`src/rtl/spi_rgb_regs.sv`:
```
// spi_rgb_regs -- register front-end between the SPI byte receiver and the
// LED colour-cycle channels.
//
// It parses framed command bytes and holds the control registers.
// A frame is every i_rx_valid byte seen while i_sel is high.
//
// Frame layout:
//   byte 0      : command. 0x01 = write, 0x02 = read, 0x03 = restart.
//   byte 1      : register address [2:0].
//   bytes 2..   : data. The address post-increments and wraps 7 -> 0.
//
// Register map:
//   0     : CTRL {hold, static}
//   1..3  : SPEED[7:0], [15:8], [19:16]
//   4..6  : R, G, B
//   7     : ID (read-only)
//
// SPEED writes land in a shadow. The shadow is committed to o_speed at frame
// end, and the commit also pulses o_cycle_rst.
//
// Configuration macro: SPI_RGB_REGS_READBACK_EN.
//   Defined   : enables the read command and the o_tx_data readback path.
//   Undefined : 0x02 is an unknown command and o_tx_data is tied to 0.
//
// Ports:
//   i_clk        system clock
//   i_rst_n      asynchronous active-low reset
//   i_sel        synchronised chip select, high = frame active
//   i_rx_data    received byte
//   i_rx_valid   one-cycle strobe qualifying i_rx_data
//   o_speed      committed divider terminal count
//   o_cycle_rst  one-cycle restart pulse to the cycle channels
//   o_static     1 = static colour, 0 = auto colour cycle
//   o_hold       1 = hold the cycle channels in reset
//   o_r/o_g/o_b  static colour levels
//   o_tx_data    readback byte for the SPI transmitter
//   o_err        one-cycle pulse on an unknown command
module spi_rgb_regs #(
   parameter logic [19:0] DEFAULT_SPEED = 20'd99999,
   parameter logic [7:0]  ID_VALUE      = 8'hA5
) (
   input  logic        i_clk,
   input  logic        i_rst_n,
   input  logic        i_sel,
   input  logic [7:0]  i_rx_data,
   input  logic        i_rx_valid,
   output logic [19:0] o_speed,
   output logic        o_cycle_rst,
   output logic        o_static,
   output logic        o_hold,
   output logic [7:0]  o_r,
   output logic [7:0]  o_g,
   output logic [7:0]  o_b,
   output logic [7:0]  o_tx_data,
   output logic        o_err
);

   localparam logic [2:0] ST_IDLE   = 3'd0;
   localparam logic [2:0] ST_CMD    = 3'd1;
   localparam logic [2:0] ST_ADDR   = 3'd2;
   localparam logic [2:0] ST_WDATA  = 3'd3;
   localparam logic [2:0] ST_RDATA  = 3'd4;
   localparam logic [2:0] ST_IGNORE = 3'd5;

   logic [2:0]  state;
   logic [2:0]  cur_state;
   logic        sel_q;
   logic [2:0]  addr;
   logic [19:0] shadow;
   logic        dirty;

`ifdef SPI_RGB_REGS_READBACK_EN
   logic        is_read;
   logic [7:0]  tx_data;

   assign o_tx_data = tx_data;

   // Readback mux. SPEED addresses return the committed value, not the shadow.
   function automatic logic [7:0] rd_reg(input logic [2:0] a);
      case (a)
         3'd0:    rd_reg = {6'd0, o_hold, o_static};
         3'd1:    rd_reg = o_speed[7:0];
         3'd2:    rd_reg = o_speed[15:8];
         3'd3:    rd_reg = {4'd0, o_speed[19:16]};
         3'd4:    rd_reg = o_r;
         3'd5:    rd_reg = o_g;
         3'd6:    rd_reg = o_b;
         default: rd_reg = ID_VALUE;
      endcase
   endfunction
`else
   assign o_tx_data = 8'h00;
`endif

   // Effective state: a byte arriving in the first cycle of a frame (still
   // IDLE because i_sel only just rose) is treated as the command byte.
   always_comb begin
      cur_state = state;
      if (state == ST_IDLE) begin
         cur_state = ST_CMD;
      end else begin
         cur_state = state;
      end
   end

   // Frame parser, register file, speed shadow/commit and pulse outputs.
   always_ff @(posedge i_clk or negedge i_rst_n) begin
      if (!i_rst_n) begin
         state       <= ST_IDLE;
         sel_q       <= 1'b0;
         addr        <= 3'd0;
         shadow      <= DEFAULT_SPEED;
         dirty       <= 1'b0;
         o_speed     <= DEFAULT_SPEED;
         o_cycle_rst <= 1'b0;
         o_static    <= 1'b0;
         o_hold      <= 1'b0;
         o_r         <= 8'h00;
         o_g         <= 8'h00;
         o_b         <= 8'h00;
         o_err       <= 1'b0;
`ifdef SPI_RGB_REGS_READBACK_EN
         is_read     <= 1'b0;
         tx_data     <= 8'h00;
`endif
      end else begin
         sel_q       <= i_sel;
         o_err       <= 1'b0;
         o_cycle_rst <= 1'b0;
         if (!i_sel) begin
            // Frame end (or no frame): a byte in this cycle is dropped.
            state <= ST_IDLE;
            dirty <= 1'b0;
            if (sel_q && dirty) begin
               o_speed     <= shadow;
               o_cycle_rst <= 1'b1;
            end
`ifdef SPI_RGB_REGS_READBACK_EN
            tx_data <= 8'h00;
`endif
         end else if (i_rx_valid) begin
            case (cur_state)
               ST_CMD: begin
                  case (i_rx_data)
                     8'h01: begin
                        state <= ST_ADDR;
`ifdef SPI_RGB_REGS_READBACK_EN
                        is_read <= 1'b0;
`endif
                     end
`ifdef SPI_RGB_REGS_READBACK_EN
                     8'h02: begin
                        state   <= ST_ADDR;
                        is_read <= 1'b1;
                     end
`endif
                     8'h03: begin
                        state       <= ST_IGNORE;
                        o_cycle_rst <= 1'b1;
                     end
                     default: begin
                        state <= ST_IGNORE;
                        o_err <= 1'b1;
                     end
                  endcase
               end
               ST_ADDR: begin
`ifdef SPI_RGB_REGS_READBACK_EN
                  if (is_read) begin
                     // Preload reg[addr]; the next byte reads reg[addr+1].
                     state   <= ST_RDATA;
                     tx_data <= rd_reg(i_rx_data[2:0]);
                     addr    <= i_rx_data[2:0] + 3'd1;
                  end else begin
                     state <= ST_WDATA;
                     addr  <= i_rx_data[2:0];
                  end
`else
                  state <= ST_WDATA;
                  addr  <= i_rx_data[2:0];
`endif
               end
               ST_WDATA: begin
                  addr <= addr + 3'd1;
                  case (addr)
                     3'd0: begin
                        o_static <= i_rx_data[0];
                        o_hold   <= i_rx_data[1];
                     end
                     3'd1: begin
                        shadow[7:0] <= i_rx_data;
                        dirty       <= 1'b1;
                     end
                     3'd2: begin
                        shadow[15:8] <= i_rx_data;
                        dirty        <= 1'b1;
                     end
                     3'd3: begin
                        shadow[19:16] <= i_rx_data[3:0];
                        dirty         <= 1'b1;
                     end
                     3'd4:    o_r <= i_rx_data;
                     3'd5:    o_g <= i_rx_data;
                     3'd6:    o_b <= i_rx_data;
                     default: addr <= addr + 3'd1;  // ID is read-only
                  endcase
               end
`ifdef SPI_RGB_REGS_READBACK_EN
               ST_RDATA: begin
                  tx_data <= rd_reg(addr);
                  addr    <= addr + 3'd1;
               end
`endif
               default: state <= ST_IGNORE;
            endcase
         end else begin
            state <= cur_state;
         end
      end
   end

endmodule

```
`config.mk`:
```
export PLATFORM = sky130hd
export DESIGN_NAME = spi_rgb_regs
export DESIGN_NICKNAME = d
export VERILOG_FILES = /design/src/rtl/spi_rgb_regs.sv
export SDC_FILE = /design/constraint.sdc
export NUM_CORES = 1
export LEC_CHECK = 0
export ABC_AREA = 1
export BUFFER_PORTS_ARGS = -buffer_cell sky130_fd_sc_hd__buf_2
export CAP_MARGIN = 20
export CORE_MARGIN = 2
export CORE_UTILIZATION = 30
export CTS_BUF_LIST = sky130_fd_sc_hd__clkbuf_2 sky130_fd_sc_hd__clkbuf_4 sky130_fd_sc_hd__clkbuf_8
export CTS_CLUSTER_SIZE = 24
export DETAILED_ROUTE_END_ITERATION = 7
export GPL_ROUTABILITY_DRIVEN = 0
export GPL_TIMING_DRIVEN = 0
export PLACE_DENSITY = 0.52
export SLEW_MARGIN = 10
export SYNTH_ARGS = -nofsm -noshare
export SYNTH_HDL_FRONTEND = slang
export SYNTH_SLANG_ARGS = --single-unit
export TNS_END_PERCENT = 5
```
`constraint.sdc`:
```
create_clock -name i_clk -period 1.35 [get_ports i_clk]
set_input_delay 0.0675 -clock i_clk [delete_from_list [all_inputs] [get_ports i_clk]]
set_output_delay 0.0675 -clock i_clk [all_outputs]
set_load 0.1 [all_outputs]
```
-- Yosys cells after proc, flatten, opt, wreduce, memory -nomap -nowiden
Index checks and enable logic that the tools add are counted.
- flip-flop bits (word level): 76
- bits in latches: 0
- bits in writable memories: 0
- bits in read-only memories: 0
- input bits: 12
- output and inout port bits: 56
- word-level logic and storage cells: 67
- memories: 0
- add/subtract/negate cells: 1
- multiply operators: 0
- div/mod/pow operators: 0
- $lt $le $gt $ge: 0
- eq/ne operators: 15
- shifts and indexed selects: 0
- mux-type cells: 19
- bitwise gates (word level): 1
- reduce and logical (&&, ||, !) cells: 16
- operators by type and width (cell ; number):
    AND reduction 4 bit ; 7
    2-to-1 mux 1 bit ; 13
    == test 3 x 2 -> 1 bit (second input constant) ; 4
    2-to-1 mux 3 bit ; 4
    == test 3 bit (second input constant) ; 3
    case mux 3 bit (3 select lines) ; 1
    == test 8 x 1 -> 1 bit (second input constant) ; 1
    == test 8 x 2 -> 1 bit (second input constant) ; 1
    == test 3 x 1 -> 1 bit (second input constant) ; 2
    zero test 3 bit ; 2
    case mux 3 bit (2 select lines) ; 1
    AND reduction 3 bit ; 2
    inequality test 2 x 1 -> 1 bit (second input constant) ; 2
    adder 3 x 1 -> 3 bit (second input constant) ; 1
    inequality test 3 bit (second input constant) ; 1
    OR reduction 3 bit ; 1
    inequality test 2 bit (second input constant) ; 1
    AND reduction 2 bit ; 1
    nonzero test 2 bit ; 1
    OR reduction 2 bit ; 1
    logical AND 1 bit ; 1
    inverter 1 bit ; 1

-- Longest topological paths before layout
Gate-level depths: netlist of the first run.
- depth in word-level cells: 6
- depth in mapped cells: 9
- mapped depth without buffers: 8

-- Worst setup path after synthesis of the first run
Ideal clock, no wire load.
- path type: reg-to-reg
- from: register state[2]
- to: register o_g[6]
- library setup time: 0.122 ns
- arrival: 1.213 ns
- data required time: 1.228 ns
- slack: 0.015 ns
- stages on the path, launching flop included: 10
- buffers on the path: 1
- period minus slack after synthesis: 1.335 ns
- cell sequence: dfrtp_1 -> inv_1 -> nand2_2 -> nor2_8 -> nand2_4 -> clkinv_4 -> nand3_4 -> buf_6 -> nand2_1 -> o21ai_2
- word-level cells in the longest chain between the ends: 4
- ends and longest elaborated chain (what ; line ; source):
    start, declared ; 65 ; logic [2:0] state;
    start signal, assigned ; 217 ; state <= cur_state;
    zero test 3 bit ; 99 ; if (state == ST_IDLE) begin
    2-to-1 mux 3 bit * ; 99 ;
    == test 3 x 2 -> 1 bit * ; 142 ; case (cur_state)
    AND reduction 4 bit (no line) * ; n/a ;
    end signal, assigned ; 203 ; 3'd5: o_g <= i_rx_data;
    end, declared ; 52 ; output logic [7:0] o_g,
Every way passes the cells marked *; elsewhere a longest branch is shown, timed or not.
A chain may end at the register's enable or synchronous reset.

-- Worst setup path after layout of the first run
- from: register state[2]
- to: register shadow[6]
- word-level cells in the longest chain between the ends: 4
- ends and longest elaborated chain (what ; line ; source):
    zero test 3 bit ; 99 ;
    2-to-1 mux 3 bit * ; 99 ;
    == test 3 x 2 -> 1 bit * ; 142 ;
    AND reduction 4 bit (no line) * ; n/a ;
    end signal, assigned ; 191 ; shadow[7:0] <= i_rx_data;
    end, declared ; 69 ; logic [19:0] shadow;
Marks and branches as above.

==> results of run 1 <==
## through the flow
| stage | hold slack [ns] | std cells | utilization, % |
|---|---|---|---|
| finish | 0.0314 | 512 | 39.9 |
| global route | 0.0376 | 512 | 39.9 |
| CTS | 0.00119 | 509 | 39.3 |
| detailed placement | 0.0611 | 481 | 35.7 |
| floorplan | -0.228 | 285 | - |
| global placement | 0.262 | 480 | 35.5 |
## cell usage in the layout, fill, tap and decap left out, types with 2 or more instances in the layout
cell | netlist | routed
nand2_4 | 1 | 3
a21oi_1 | 4 | 4
nand2_2 | 2 | 7
inv_1 | 16 | 14
nand3_4 | 3 | 3
buf_2 | 2 | 49
nor2_1 | 6 | 6
dlygate4sd3_1 | 0 | 2
nand2_1 | 59 | 52
o21ai_1 | 29 | 30
dfstp_2 | 20 | 20
o21ai_0 | 22 | 19
conb_1 | 1 | 8
mux2_2 | 20 | 20
ha_1 | 5 | 2
clkinv_2 | 0 | 3
nand3_1 | 7 | 7
inv_2 | 1 | 3
o21ai_2 | 3 | 5
o22ai_1 | 2 | 2
dfrtp_1 | 56 | 55
buf_6 | 5 | 5
clkbuf_4 | 0 | 3
buf_4 | 8 | 29
ha_4 | 0 | 2
clkbuf_8 | 0 | 9
## worst register-to-register path: stages (launching register included)
cell	delay (ns)
dfrtp_1	0.40
inv_2	0.09
nand2_4	0.07
nor2_8	0.11
nand2_4	0.09
nor2_4	0.17
nand2_4	0.08
buf_6	0.14
nand2_1	0.06
o21ai_1	0.05
## registers in the layout, indices dropped and copies added, names as in the netlist
register	flops
o_speed	20
shadow	20
o_b	8
o_g	8
o_r	8
addr	3
state	3
dirty	1
o_cycle_rst	1
o_err	1
o_hold	1
o_static	1
sel_q	1
## cell type report
class / count / area (µm²) / share of cell area, %
tap: 136 / 170 / 4.17
multi-input combinational: 176 / 1110 / 27.3
clock buffer: 10 / 131 / 3.22
buffer: 15 / 135 / 3.31
sequential: 76 / 1930 / 47.2
inverter: 18 / 80.1 / 1.96
clock inverter: 6 / 40.0 / 0.981
timing repair buffer: 75 / 482 / 11.8
## worst max path at each step
stage	end	cells past startpoint
after floorplan	o_g[6]$_DFFE_PN0P_	9
after global placement	o_speed[5]$_DFFE_PN0P_	1
after detailed placement	shadow[14]$_DFFE_PN0P_	6
after CTS	shadow[6]$_DFFE_PN0P_	9
after global routing	shadow[6]$_DFFE_PN0P_	9
final	shadow[6]$_DFFE_PN0P_	9
## per-layer routing
| metal | part of all wire [%] | wire length [µm] |
|---|---|---|
| met5 | 0 | 0 |
| met4 | 1.3 | 95 |
| met3 | 4.8 | 347 |
| met2 | 47 | 3370 |
| met1 | 47 | 3390 |
## kinds of logic after synthesis
group | after synthesis | synth area share (%)
other | 1 | 0.119
AOI/OAI and AO/OA | 60 | 9.99
DFF | 76 | 61.3
and+or+nand+nor | 83 | 13.1
muxes | 20 | 7.17
adders and majority gates | 5 | 1.99
buffers and inverters | 33 | 6.33
## power breakdown
group	switching, mW	internal [mW]	total, mW
sequential	0.0317	2.31	2.34
clock	0.861	0.688	1.55
combinational	0.289	0.0916	0.380
total	1.18	3.09	4.27
## timing repair
action,4_1_cts,5_1_grt
pin swaps,1,3
gates cloned,2,0
hold endpoints to repair,34,0
setup buffers,8,3
hold buffers,2,0
setup endpoints to repair,57,56
resized for setup,25,14
==> flow_summary.html, run 1 <==
<table>
<tr><th>Metric</th><th>Value</th></tr>
<tr><th colspan="2">STA</th></tr>
<tr><td>Final Critical Period</td><td>1.36 ns</td></tr>
<tr><td>RSZ-0062 raised after global routing</td><td>yes</td></tr>
<tr><td>Setup WS post-layout</td><td>-0.0150 ns</td></tr>
<tr><td>Final sum of negative setup slack</td><td>-0.0324 ns</td></tr>
<tr><td>Worst Skew</td><td>0.00672 ns</td></tr>
<tr><td>Final hold violation count</td><td>0</td></tr>
<tr><td>Total of endpoints with negative setup slack in the final report</td><td>5</td></tr>
<tr><td>Maximum frequency from static timing analysis</td><td>about 0.73 GHz</td></tr>
<tr><td>Number of pins with negative max-slew slack in the final report</td><td>0</td></tr>
<tr><td>Fin crit share</td><td>101%</td></tr>
<tr><th colspan="2">Outcome</th></tr>
<tr><td>Outcome</td><td>finished with violations</td></tr>
<tr><td>Failing checks</td><td>negative setup slack</td></tr>
<tr><th colspan="2">Pwr</th></tr>
<tr><td>Post-route total power</td><td>4.27 mW</td></tr>
<tr><td>Leakage component of the power</td><td>about 2 nW</td></tr>
<tr><td>Max rail drop VDD</td><td>0.000432 V</td></tr>
<tr><td>Total power per unit cell area</td><td>~1000 nW/µm²</td></tr>
<tr><th colspan="2">Worst setup path</th></tr>
<tr><td>Reg2reg path depth</td><td>9</td></tr>
<tr><td>Critical register-to-register path endpoint</td><td>shadow[6]$_DFFE_PN0P_</td></tr>
<tr><td>Kind of critical path</td><td>reg -&gt; reg</td></tr>
<tr><td>Worst Path Arrival</td><td>roughly 1.6 ns</td></tr>
<tr><td>Crit-path cells</td><td>inv_2 &gt; nand2_4 &gt; nor2_8 &gt; nand2_4 &gt; nor2_4 &gt; nand2_4 &gt; buf_6 &gt; nand2_1 &gt; o21ai_1</td></tr>
<tr><td>Startpoint of the lowest-slack register-to-register path</td><td>state[2]$_DFFE_PN0P_</td></tr>
<tr><td>Register-to-register setup slack</td><td>-0.01 ns</td></tr>
<tr><td>Kind of cell with the highest combined delay on the critical path</td><td>simple AND/OR/NAND/NOR gates</td></tr>
<tr><td>Critical Path Source</td><td>state[2]$_DFFE_PN0P_</td></tr>
<tr><td>Combined buffer and inverter count along the critical path</td><td>2</td></tr>
<tr><td>CP max stage cell</td><td>dfrtp_1</td></tr>
<tr><td>Critical Path Max Stage Delay</td><td>0.40 ns</td></tr>
<tr><td>Crit end category</td><td>flop</td></tr>
<tr><td>Worst path most repeated cell</td><td>nand2_4</td></tr>
<tr><td>Critical path peak fanout</td><td>10</td></tr>
<tr><td>Worst Path Required</td><td>approximately 1.6 ns</td></tr>
<tr><td>Sort of element at the start of the critical path</td><td>flop</td></tr>
<tr><th colspan="2">Global route</th></tr>
<tr><td>Largest net degree at the start of global routing</td><td>44</td></tr>
<tr><td>Number of global-route vias before repair</td><td>around 2200</td></tr>
<tr><td>Total global routing overflow</td><td>0</td></tr>
<tr><td>Initial antenna violation count</td><td>0</td></tr>
<tr><td>Global-route wire length before repair</td><td>approximately 12000 µm</td></tr>
<tr><td>Met2 demand-to-capacity share in global routing</td><td>around a fifth</td></tr>
<tr><td>Global Route Usage Sum</td><td>13.8%</td></tr>
<tr><td>Met3 global-route usage</td><td>a little under 4%</td></tr>
<tr><td>Met1 track demand over resource in global routing</td><td>between 10% and 20%</td></tr>
<tr><td>Most heavily used metal layer in global routing</td><td>met2</td></tr>
<tr><th colspan="2">Die</th></tr>
<tr><td>Die footprint</td><td>about 11000 µm²</td></tr>
<tr><td>Standard-cell rows</td><td>37</td></tr>
<tr><td>Core Area</td><td>just over 10000 µm²</td></tr>
<tr><td>Top-Level Pins</td><td>between 60 and 70</td></tr>
<tr><td>Initial core utilization</td><td>around 31%</td></tr>
<tr><td>Height of the chip</td><td>about 110 µm</td></tr>
<tr><td>Die Span X</td><td>106 µm</td></tr>
<tr><th colspan="2">Detailed routing</th></tr>
<tr><td>DRC violations left</td><td>0</td></tr>
<tr><td>Average detailed-routed wire length per instance</td><td>~14 µm</td></tr>
<tr><td>Post-Route WL</td><td>~7200 µm</td></tr>
<tr><td>DR vias/cell</td><td>around 4.4</td></tr>
<tr><td>Count of nets left with antenna violations after detail routing</td><td>0</td></tr>
<tr><td>Routed vias</td><td>around 2300</td></tr>
<tr><td>First DRT Iteration DRCs</td><td>90</td></tr>
<tr><td>DR pass1 iterations</td><td>4</td></tr>
<tr><th colspan="2">Clocking</th></tr>
<tr><td>Number of buffers between clock root and the deepest sink</td><td>2</td></tr>
<tr><td>Number of clock buffers inserted by TritonCTS</td><td>9</td></tr>
<tr><td>Root buffer selected by CTS</td><td>clkbuf_8</td></tr>
<tr><td>Clock latency of the later-clocked register in the worst-skew pair</td><td>0.35 ns</td></tr>
<tr><td>Number of sinks on the clock net</td><td>76</td></tr>
<tr><td>CTS H-tree lvls</td><td>3</td></tr>
<tr><td>TritonCTS clock tree</td><td>done</td></tr>
<tr><td>Post-CTS clock slew at the launch and capture registers of the worst setup and hold paths</td><td>roughly 0.08 ns</td></tr>
<tr><th colspan="2">Hold path</th></tr>
<tr><td>Type of the worst min-delay path</td><td>in -&gt; reg</td></tr>
<tr><td>Worst hold path depth</td><td>4</td></tr>
<tr><td>WHS Endpoint</td><td>state[2]$_DFFE_PN0P_</td></tr>
<tr><td>Launch point of the worst hold path</td><td>i_rx_valid</td></tr>
<tr><th colspan="2">Logic synthesis</th></tr>
<tr><td>Library cells used by synthesis</td><td>27</td></tr>
<tr><td>Async set-or-reset flop fraction in the synthesized netlist</td><td>100%</td></tr>
<tr><td>Post-synthesis sequential area ratio</td><td>roughly three fifths</td></tr>
<tr><td>Most area-consuming cells after synthesis</td><td>dfrtp_1 (45%), dfstp_2 (17%), mux2_2 (7.2%)</td></tr>
<tr><td>Most area-hungry cell type in the Yosys netlist</td><td>dfrtp_1</td></tr>
<tr><td>Yosys top cell area share</td><td>around 45%</td></tr>
<tr><td>FF+latch count, synth</td><td>76</td></tr>
<tr><td>Cell with the most instances after synthesis</td><td>nand2_1</td></tr>
<tr><td>Yosys warning count</td><td>0</td></tr>
<tr><td>Primary FF master, synth</td><td>dfrtp_1</td></tr>
<tr><td>Mapped Cells</td><td>278</td></tr>
<tr><td>Count of flip-flops with a built-in enable after synthesis</td><td>0</td></tr>
<tr><td>Synth cell count leaders</td><td>nand2_1 (59), dfrtp_1 (56), o21ai_1 (29)</td></tr>
<tr><td>Synthesized area per cell</td><td>about 11 µm²</td></tr>
<tr><td>Syn Std Cell Area</td><td>between 3000 and 4000 µm²</td></tr>
<tr><th colspan="2">Place</th></tr>
<tr><td>Placement Setup Slack</td><td>-0.211 ns</td></tr>
<tr><td>Port Buffers</td><td>59</td></tr>
<tr><td>DP Wirelength</td><td>approximately 4800 µm</td></tr>
<tr><td>Post-place instance area</td><td>roughly 3700 µm²</td></tr>
<tr><th colspan="2">Layout</th></tr>
<tr><td>Synthesis-to-layout area growth</td><td>29.9%</td></tr>
<tr><td>Share of layout cells above drive strength 1</td><td>between 40 and 50%</td></tr>
<tr><td>Number of fillers in the final layout</td><td>approximately 1000</td></tr>
<tr><td>Antenna diode instance count</td><td>0</td></tr>
<tr><td>Area of all placed cells without fillers</td><td>roughly 4000 µm²</td></tr>
<tr><td>Count of nets after finishing</td><td>388</td></tr>
<tr><th colspan="2">Run</th></tr>
<tr><td>Max-cap violations</td><td>0</td></tr>
</table>
Power figures use the tool's default switching activity.
==> run 2: changes to the inputs <==
--- a/config.mk
+++ b/config.mk
@@ -9,13 +9,13 @@
 export BUFFER_PORTS_ARGS = -buffer_cell sky130_fd_sc_hd__buf_2
 export CAP_MARGIN = 20
 export CORE_MARGIN = 2
-export CORE_UTILIZATION = 30
+export CORE_UTILIZATION = 40
 export CTS_BUF_LIST = sky130_fd_sc_hd__clkbuf_2 sky130_fd_sc_hd__clkbuf_4 sky130_fd_sc_hd__clkbuf_8
 export CTS_CLUSTER_SIZE = 24
 export DETAILED_ROUTE_END_ITERATION = 7
 export GPL_ROUTABILITY_DRIVEN = 0
 export GPL_TIMING_DRIVEN = 0
-export PLACE_DENSITY = 0.52
+export PLACE_DENSITY = 0.65
 export SLEW_MARGIN = 10
 export SYNTH_ARGS = -nofsm -noshare
 export SYNTH_HDL_FRONTEND = slang
==> run 2 against run 1 <==
Effect of this change:
- the run still ends with negative setup slack left
- sequential cell count did not move
- clock skew rose by 0.0034 ns
- routed wire length fell by 6.7%
- core utilization rose by 13 points
- cell area rose by 0.12%
- via count fell by 0.18%
- clock power rose by 5%
- critical path type unchanged
- largest power group unchanged
- highest routed layer unchanged
==> flow_summary.html, run 2 (same netlist as run 1, synthesis figures left out) <==
<table>
<tr><th>Metric</th><th>Value</th></tr>
<tr><th colspan="2">Die</th></tr>
<tr><td>Core Area</td><td>7690 µm² (-25%)</td></tr>
<tr><td>Top-Level Pins</td><td>68 (unchanged)</td></tr>
<tr><td>Height of the chip</td><td>92.6 µm (-13%)</td></tr>
<tr><td>Standard-cell rows</td><td>32 (-14%)</td></tr>
<tr><td>Die Span X</td><td>92.6 µm (-13%)</td></tr>
<tr><td>Die footprint</td><td>8580 µm² (-24%)</td></tr>
<tr><td>Initial core utilization</td><td>40.9% (+10 points)</td></tr>
<tr><th colspan="2">Global route</th></tr>
<tr><td>Global Route Usage Sum</td><td>17.2% (+3.4 points)</td></tr>
<tr><td>Total global routing overflow</td><td>0 (unchanged)</td></tr>
<tr><td>Largest net degree at the start of global routing</td><td>54 (+23%)</td></tr>
<tr><td>Initial antenna violation count</td><td>0 (unchanged)</td></tr>
<tr><td>Global-route wire length before repair</td><td>11200 µm (-5.3%)</td></tr>
<tr><td>Number of global-route vias before repair</td><td>2143 (-4.5%)</td></tr>
<tr><th colspan="2">STA</th></tr>
<tr><td>Number of pins with negative max-slew slack in the final report</td><td>0 (unchanged)</td></tr>
<tr><td>Total of endpoints with negative setup slack in the final report</td><td>3 (-2)</td></tr>
<tr><td>RSZ-0062 raised after global routing</td><td>yes</td></tr>
<tr><td>Worst Skew</td><td>0.0101 ns (+0.00341 ns)</td></tr>
<tr><td>Final hold violation count</td><td>0 (unchanged)</td></tr>
<tr><td>Final sum of negative setup slack</td><td>-0.0153 ns (+0.0171 ns)</td></tr>
<tr><td>Maximum frequency from static timing analysis</td><td>0.737 GHz (+0.61%)</td></tr>
<tr><td>Setup WS post-layout</td><td>-0.00666 ns (+0.00834 ns)</td></tr>
<tr><td>Fin crit share</td><td>100% (-0.62 points)</td></tr>
<tr><td>Final Critical Period</td><td>1.36 ns (-0.00834 ns)</td></tr>
<tr><th colspan="2">Detailed routing</th></tr>
<tr><td>DR vias/cell</td><td>4.72 (+7.1%)</td></tr>
<tr><td>Post-Route WL</td><td>6730 µm (-6.7%)</td></tr>
<tr><td>DRC violations left</td><td>0 (unchanged)</td></tr>
<tr><td>Routed vias</td><td>2251 (-0.18%)</td></tr>
<tr><td>Count of nets left with antenna violations after detail routing</td><td>0 (unchanged)</td></tr>
<tr><td>DR pass1 iterations</td><td>4 (unchanged)</td></tr>
<tr><td>Average detailed-routed wire length per instance</td><td>14.1 µm (+0.14%)</td></tr>
<tr><td>First DRT Iteration DRCs</td><td>97 (+7.8%)</td></tr>
<tr><th colspan="2">Place</th></tr>
<tr><td>Post-placement cell count</td><td>447 (-7.1%)</td></tr>
<tr><td>Port Buffers</td><td>59 (unchanged)</td></tr>
<tr><td>DP Wirelength</td><td>4560 µm (-5.4%)</td></tr>
<tr><th colspan="2">Layout</th></tr>
<tr><td>Post-layout instance count excluding filler cells</td><td>477 (-6.8%)</td></tr>
<tr><td>Synthesis-to-layout area growth</td><td>30.0%</td></tr>
<tr><td>Highest-count cells in the layout ignoring fill and taps</td><td>dfrtp_1 (55), nand2_1 (49), buf_2 (48)</td></tr>
<tr><td>Seq. cell area</td><td>1930 µm² (unchanged)</td></tr>
<tr><td>Antenna diode instance count</td><td>0 (unchanged)</td></tr>
<tr><td>Count of nets after finishing</td><td>387 (-0.26%)</td></tr>
<tr><td>Largest registers ranked by flip-flop count</td><td>o_speed: 20 flops, shadow: 20 flops</td></tr>
<tr><td>Leading cell type in the layout, fill and taps excluded</td><td>dfrtp_1</td></tr>
<tr><td>Number of fillers in the final layout</td><td>703 (-32%)</td></tr>
<tr><td>Share of layout cells above drive strength 1</td><td>48.0% (+2.0 points)</td></tr>
<tr><td>Multi-input combinational cell area</td><td>1130 µm² (+1.8%)</td></tr>
<tr><th colspan="2">Outcome</th></tr>
<tr><td>Failing checks</td><td>negative setup slack</td></tr>
<tr><td>Outcome</td><td>finished with violations</td></tr>
<tr><th colspan="2">Clocking</th></tr>
<tr><td>CTS H-tree lvls</td><td>3 (unchanged)</td></tr>
<tr><td>Number of buffers between clock root and the deepest sink</td><td>2 (unchanged)</td></tr>
<tr><td>Root buffer selected by CTS</td><td>clkbuf_8</td></tr>
<tr><td>Clock latency of the later-clocked register in the worst-skew pair</td><td>0.35 ns (about the same)</td></tr>
<tr><td>TritonCTS clock tree</td><td>done</td></tr>
<tr><td>Number of sinks on the clock net</td><td>76 (unchanged)</td></tr>
<tr><td>Post-CTS clock slew at the launch and capture registers of the worst setup and hold paths</td><td>0.07 ns (about the same)</td></tr>
<tr><td>Number of clock buffers inserted by TritonCTS</td><td>9 (unchanged)</td></tr>
<tr><th colspan="2">Pwr</th></tr>
<tr><td>Leakage component of the power</td><td>2.07 nW (+1.0%)</td></tr>
<tr><td>Total power per unit cell area</td><td>1070 nW/µm² (+1.9%)</td></tr>
<tr><td>Max rail drop VDD</td><td>0.000600 V (+39%)</td></tr>
<tr><th colspan="2">Run</th></tr>
<tr><td>Max-cap violations</td><td>0 (unchanged)</td></tr>
<tr><th colspan="2">Worst setup path</th></tr>
<tr><td>Worst Path Required</td><td>1.58 ns (about the same)</td></tr>
<tr><td>Register-to-register setup slack</td><td>-0.007 ns (about the same)</td></tr>
<tr><td>Critical path peak fanout</td><td>8 (-2)</td></tr>
<tr><td>Crit end category</td><td>flop</td></tr>
<tr><td>Kind of critical path</td><td>reg -&gt; reg</td></tr>
<tr><td>Worst Path Arrival</td><td>1.59 ns (about the same)</td></tr>
<tr><td>Sort of element at the start of the critical path</td><td>flop</td></tr>
<tr><th colspan="2">Hold path</th></tr>
<tr><td>Type of the worst min-delay path</td><td>in -&gt; reg</td></tr>
</table>
run 2: changes by cell type in the layout (fill, tap and decap cells not counted), sizes merged:
cell         delta
buf             -2
clkbuf          +2
clkinv          -4
clkinvlp        +1
dlygate4sd3     +1
inv             +1
run 2: final cells by class:
type | instances | area share [%]
Tap cell | 102 | 3.12
Clock inverter | 4 | 0.796
Buffer | 15 | 3.21
Multi-Input combinational cell | 176 | 27.8
Clock buffer | 12 | 3.89
Sequential cell | 76 | 47.2
Inverter | 18 | 1.90
Timing Repair Buffer | 74 | 12.1
run 2: timing repair:
action,4_1_cts,5_1_grt
hold buffers,3,0
pin swaps,2,3
gates cloned,2,1
hold endpoints to repair,57,0
resized for setup,22,26
setup endpoints to repair,57,59
setup buffers,5,3
run 2: where the power goes:
group / switching [mW] / internal (mW)
sequential: 0.0295 / 2.31
combinational: 0.289 / 0.0968
clock: 0.835 / 0.798
total: 1.15 / 3.20
run 2: worst paths after layout:
| check | from | endpoint | depth (start not counted) |
|---|---|---|---|
| setup / recovery | state[2]$_DFFE_PN0P_ | o_b[6]$_DFFE_PN0P_ | 9 |
| hold / removal | i_rx_data[0] | addr[0]$_DFFE_PN0P_ | 3 |
| setup reg to reg | state[2]$_DFFE_PN0P_ | o_b[6]$_DFFE_PN0P_ | 9 |
| hold reg to reg | shadow[2]$_DFFE_PN1P_ | shadow[2]$_DFFE_PN1P_ | 2 |
| max in group asynchronous | i_rst_n | o_speed[15]$_DFFE_PN1P_ | 3 |
| min in group asynchronous | i_rst_n | o_r[0]$_DFFE_PN0P_ | 2 |
run 2: worst max-delay path, stage by stage (launching register included):
cell and delay [ns]:
dfrtp_1 0.40, inv_2 0.09, nand2_4 0.07, nor2_8 0.11, nand2_4 0.09, inv_8 0.09, nand3_4 0.13, buf_6 0.17
nand2_2 0.04, o21ai_1 0.05
run 2: through the flow:
| stage | hold slack [ns] | cell area [µm²] | setup slack (ns) | util (%) | power (mW) |
|---|---|---|---|---|---|
| 3_3_place_gp | 0.254 | 3590 | -0.276 | 46.7 | 2.71 |
| 2_1_floorplan | -0.228 | 3170 | 0.0146 | - | 2.61 |
| 5_1_grt | 0.0543 | 4090 | -0.0847 | 53.2 | 4.53 |
| 6_report | 0.0321 | 4090 | -0.00666 | 53.2 | 4.35 |
| 3_5_place_dp | 0.00273 | 3620 | -0.169 | 47.1 | 2.72 |
| 4_1_cts | 0.0226 | 3990 | -0.0223 | 51.9 | 4.38 |
run 2: routing by layer:
metal  global-route usage (%)  up-vias  share of wire (%)
met3                     5.45        7                5.1
met2                     27.4       58                 48
met4                     4.78        0                1.2
met5                        0        -                  0
met1                     22.8     1088                 45
li1                         -     1098                  -
==> run 3: changes to the inputs <==
--- a/config.mk
+++ b/config.mk
@@ -16,6 +16,7 @@
 export GPL_ROUTABILITY_DRIVEN = 0
 export GPL_TIMING_DRIVEN = 0
 export PLACE_DENSITY = 0.65
+export REMOVE_ABC_BUFFERS = 1
 export SLEW_MARGIN = 10
 export SYNTH_ARGS = -nofsm -noshare
 export SYNTH_HDL_FRONTEND = slang
==> constraint.sdc (replaced) <==
create_clock -name i_clk -period 1.35 [get_ports i_clk]
set_input_delay 0.135 -clock i_clk [delete_from_list [all_inputs] [get_ports i_clk]]
set_output_delay 0.135 -clock i_clk [all_outputs]
set_load 0.1 [all_outputs]
==> run 3 against run 2 <==
Effect of this change:
- the run still ends with negative setup slack left
- total power rose by 1.3%
- die area did not move
- combinational power fell by 6.2%
- clock power rose by 4%
- via count barely moved
- register-to-register slack barely moved
- core utilization fell by 2.8 points
- first-iteration DRC count rose by 23%
- cell count fell by 4.0%
- largest cell class unchanged
==> flow_summary.html, run 3 (same netlist as run 1, synthesis figures left out) <==
<table>
<tr><th>Metric</th><th>Value</th></tr>
<tr><th colspan="2">Detailed routing</th></tr>
<tr><td>First DRT Iteration DRCs</td><td>119 (+23%)</td></tr>
<tr><td>Count of nets left with antenna violations after detail routing</td><td>0 (unchanged)</td></tr>
<tr><td>DR vias/cell</td><td>4.91 (+4.1%)</td></tr>
<tr><td>Routed vias</td><td>2250 (-0.044%)</td></tr>
<tr><td>DRC violations left</td><td>0 (unchanged)</td></tr>
<tr><td>DR pass1 iterations</td><td>4 (unchanged)</td></tr>
<tr><td>Average detailed-routed wire length per instance</td><td>15.5 µm (+9.8%)</td></tr>
<tr><td>Post-Route WL</td><td>7090 µm (+5.4%)</td></tr>
<tr><th colspan="2">Place</th></tr>
<tr><td>Post-placement cell count</td><td>432 (-3.4%)</td></tr>
<tr><td>Placement Setup Slack</td><td>-0.472 ns (-0.303 ns)</td></tr>
<tr><td>Port Buffers</td><td>59 (unchanged)</td></tr>
<tr><td>DP Wirelength</td><td>4330 µm (-4.9%)</td></tr>
<tr><th colspan="2">Global route</th></tr>
<tr><td>Global-route wire length before repair</td><td>10900 µm (-3.0%)</td></tr>
<tr><td>Number of global-route vias before repair</td><td>2099 (-2.1%)</td></tr>
<tr><td>Initial antenna violation count</td><td>0 (unchanged)</td></tr>
<tr><td>Total global routing overflow</td><td>0 (unchanged)</td></tr>
<tr><td>Largest net degree at the start of global routing</td><td>48 (-11%)</td></tr>
<tr><td>Global Route Usage Sum</td><td>16.5% (-0.67 points)</td></tr>
<tr><th colspan="2">STA</th></tr>
<tr><td>Total of endpoints with negative setup slack in the final report</td><td>2 (-1)</td></tr>
<tr><td>Final sum of negative setup slack</td><td>-0.0110 ns (+0.00424 ns)</td></tr>
<tr><td>Max-slew headroom</td><td>about three fifths</td></tr>
<tr><td>Final Critical Period</td><td>1.36 ns (+0.00411 ns)</td></tr>
<tr><td>Setup WS post-layout</td><td>-0.0108 ns (-0.00411 ns)</td></tr>
<tr><td>Worst Skew</td><td>0.00705 ns (-0.00308 ns)</td></tr>
<tr><td>Maximum frequency from static timing analysis</td><td>0.735 GHz (-0.30%)</td></tr>
<tr><td>Transition time at the pin with the least slew margin</td><td>about 0.58 ns</td></tr>
<tr><td>RSZ-0062 raised after global routing</td><td>yes</td></tr>
<tr><td>Final hold violation count</td><td>0 (unchanged)</td></tr>
<tr><td>Number of pins with negative max-slew slack in the final report</td><td>0 (unchanged)</td></tr>
<tr><td>Fin crit share</td><td>101% (+0.30 points)</td></tr>
<tr><th colspan="2">Clocking</th></tr>
<tr><td>Post-CTS clock slew at the launch and capture registers of the worst setup and hold paths</td><td>0.07 ns (about the same)</td></tr>
<tr><td>Number of buffers between clock root and the deepest sink</td><td>2 (unchanged)</td></tr>
<tr><td>CTS H-tree lvls</td><td>3 (unchanged)</td></tr>
<tr><td>Number of clock buffers inserted by TritonCTS</td><td>9 (unchanged)</td></tr>
<tr><td>Root buffer selected by CTS</td><td>clkbuf_8</td></tr>
<tr><td>Clock latency of the later-clocked register in the worst-skew pair</td><td>0.35 ns (about the same)</td></tr>
<tr><td>Number of sinks on the clock net</td><td>76 (unchanged)</td></tr>
<tr><td>TritonCTS clock tree</td><td>done</td></tr>
<tr><th colspan="2">Worst setup path</th></tr>
<tr><td>Worst Path Required</td><td>1.57 ns (about the same)</td></tr>
<tr><td>Worst Path Arrival</td><td>1.59 ns (about the same)</td></tr>
<tr><td>Critical path peak fanout</td><td>16 (+8)</td></tr>
<tr><td>Kind of critical path</td><td>reg -&gt; reg</td></tr>
<tr><td>Sort of element at the start of the critical path</td><td>flop</td></tr>
<tr><td>Crit end category</td><td>flop</td></tr>
<tr><th colspan="2">Layout</th></tr>
<tr><td>Antenna diode instance count</td><td>0 (unchanged)</td></tr>
<tr><td>Post-layout instance count excluding filler cells</td><td>458 (-4.0%)</td></tr>
<tr><td>Largest registers ranked by flip-flop count</td><td>o_speed: 20 flops, shadow: 20 flops</td></tr>
<tr><td>Synthesis-to-layout area growth</td><td>23.2%</td></tr>
<tr><td>Post-layout utilization of the core</td><td>50.4% (-2.8 points)</td></tr>
<tr><td>Count of nets after finishing</td><td>368 (-4.9%)</td></tr>
<tr><td>Highest-count cells in the layout ignoring fill and taps</td><td>nand2_1 (58), dfrtp_1 (55), buf_2 (48)</td></tr>
<tr><td>Leading cell type in the layout, fill and taps excluded</td><td>nand2_1</td></tr>
<tr><td>Share of layout cells above drive strength 1</td><td>40.4% (-7.6 points)</td></tr>
<tr><th colspan="2">Run</th></tr>
<tr><td>Max-cap violations</td><td>0 (unchanged)</td></tr>
<tr><th colspan="2">Pwr</th></tr>
<tr><td>Design internal power</td><td>3.27 mW (+2.1%)</td></tr>
<tr><td>Leakage component of the power</td><td>1.93 nW (-6.9%)</td></tr>
<tr><td>Part of the power in combinational logic</td><td>8.2% (-0.7 points)</td></tr>
<tr><td>Total power per unit cell area</td><td>1140 nW/µm² (+6.9%)</td></tr>
<tr><td>Sequential Power Share</td><td>53.2% (-0.4 points)</td></tr>
<tr><td>Clock network fraction of design power</td><td>38.5% (+1.0 points)</td></tr>
<tr><td>Sw power</td><td>1.15 mW (-0.69%)</td></tr>
<tr><td>Switching share of power</td><td>26.0% (-0.53 points)</td></tr>
<tr><td>Max rail drop VDD</td><td>0.000557 V (-7.1%)</td></tr>
<tr><th colspan="2">Die</th></tr>
<tr><td>Core Area</td><td>7690 µm² (unchanged)</td></tr>
<tr><td>Die Span X</td><td>92.6 µm (unchanged)</td></tr>
<tr><td>Standard-cell rows</td><td>32 (unchanged)</td></tr>
<tr><td>Initial core utilization</td><td>40.9% (unchanged)</td></tr>
<tr><td>Top-Level Pins</td><td>68 (unchanged)</td></tr>
<tr><td>Die footprint</td><td>8580 µm² (unchanged)</td></tr>
<tr><td>Height of the chip</td><td>92.6 µm (unchanged)</td></tr>
<tr><th colspan="2">Hold path</th></tr>
<tr><td>Type of the worst min-delay path</td><td>in -&gt; reg</td></tr>
<tr><th colspan="2">Outcome</th></tr>
<tr><td>Failing checks</td><td>negative setup slack</td></tr>
<tr><td>Outcome</td><td>finished with violations</td></tr>
</table>
[run 3: cell count changes in the layout (fill, tap and decap cells not counted), sizes merged]
cell,delta
nand3,+3
bufinv,+1
clkbuf,-3
clkinvlp,-1
inv,-2
buf,-20
nand3b,+1
clkinv,+3
dlygate4sd3,-1
[run 3: cell type report]
| cell class | instances | area [µm²] |
|---|---|---|
| Clock buffer | 11 | 139 |
| Clock inverter | 5 | 52.6 |
| Fill cell | 719 | 3810 |
| Inverter | 18 | 80.1 |
| Multi-Input combinational cell | 180 | 1140 |
| Sequential cell | 76 | 1930 |
| Tap cell | 102 | 128 |
| Timing Repair Buffer | 66 | 400 |
[run 3: per-layer routing]
| metal | vias to the layer above | routed length (µm) | global-route usage, % |
|---|---|---|---|
| met4 | 0 | 112 | 7.35 |
| met2 | 59 | 3440 | 25.2 |
| met1 | 1119 | 3240 | 22.5 |
| met3 | 8 | 297 | 3.91 |
| li1 | 1064 | - | - |
| met5 | - | 0 | 0 |
[run 3: worst max-delay path, stage by stage (launching register included)]
cell,delay (ns)
dfrtp_1,0.41
inv_2,0.10
nand2_4,0.07
nor2_8,0.13
nand2_4,0.10
nor2_4,0.14
nand2_4,0.14
nand2_1,0.09
o21ai_1,0.06
[run 3: power by group through the flow]
stage,Sequential (mW),Combinational [mW],Clock (mW)
detailed placement,2.37,0.331,0
finish,2.35,0.362,1.70
global route,2.35,0.391,1.84
floorplan,2.40,0.192,0
CTS,2.34,0.349,1.73
global placement,2.37,0.312,0
[run 3: through the flow]
stage	instance area, µm²	hold WS [ns]	power [mW]
2_1_floorplan	3040	-0.161	2.59
3_3_place_gp	3470	0.322	2.68
3_5_place_dp	3500	0.0998	2.71
4_1_cts	3780	0.0771	4.42
5_1_grt	3870	0.0981	4.59
6_report	3870	0.0957	4.41
[run 3: worst paths after layout]
kind	start	end	slack [ns]	cells after the start
hold / removal	i_rx_valid	state[2]$_DFFE_PN0P_	0.1	4
min in group asynchronous	i_rst_n	o_b[5]$_DFFE_PN0P_	0.27	2
setup / recovery	state[2]$_DFFE_PN0P_	shadow[5]$_DFFE_PN0P_	-0.01	8
setup reg to reg	state[2]$_DFFE_PN0P_	shadow[5]$_DFFE_PN0P_	-0.01	8
hold reg to reg	shadow[3]$_DFFE_PN1P_	shadow[3]$_DFFE_PN1P_	0.48	2
max in group asynchronous	i_rst_n	shadow[2]$_DFFE_PN1P_	0.47	3
[run 3: what timing repair did]
action                     4_1_cts  5_1_grt
pin swaps                        2        1
hold buffers                     2        0
setup endpoints to repair       76       57
setup buffers                    1        3
resized for setup               18       11
gates cloned                     1        3
hold endpoints to repair        26        0
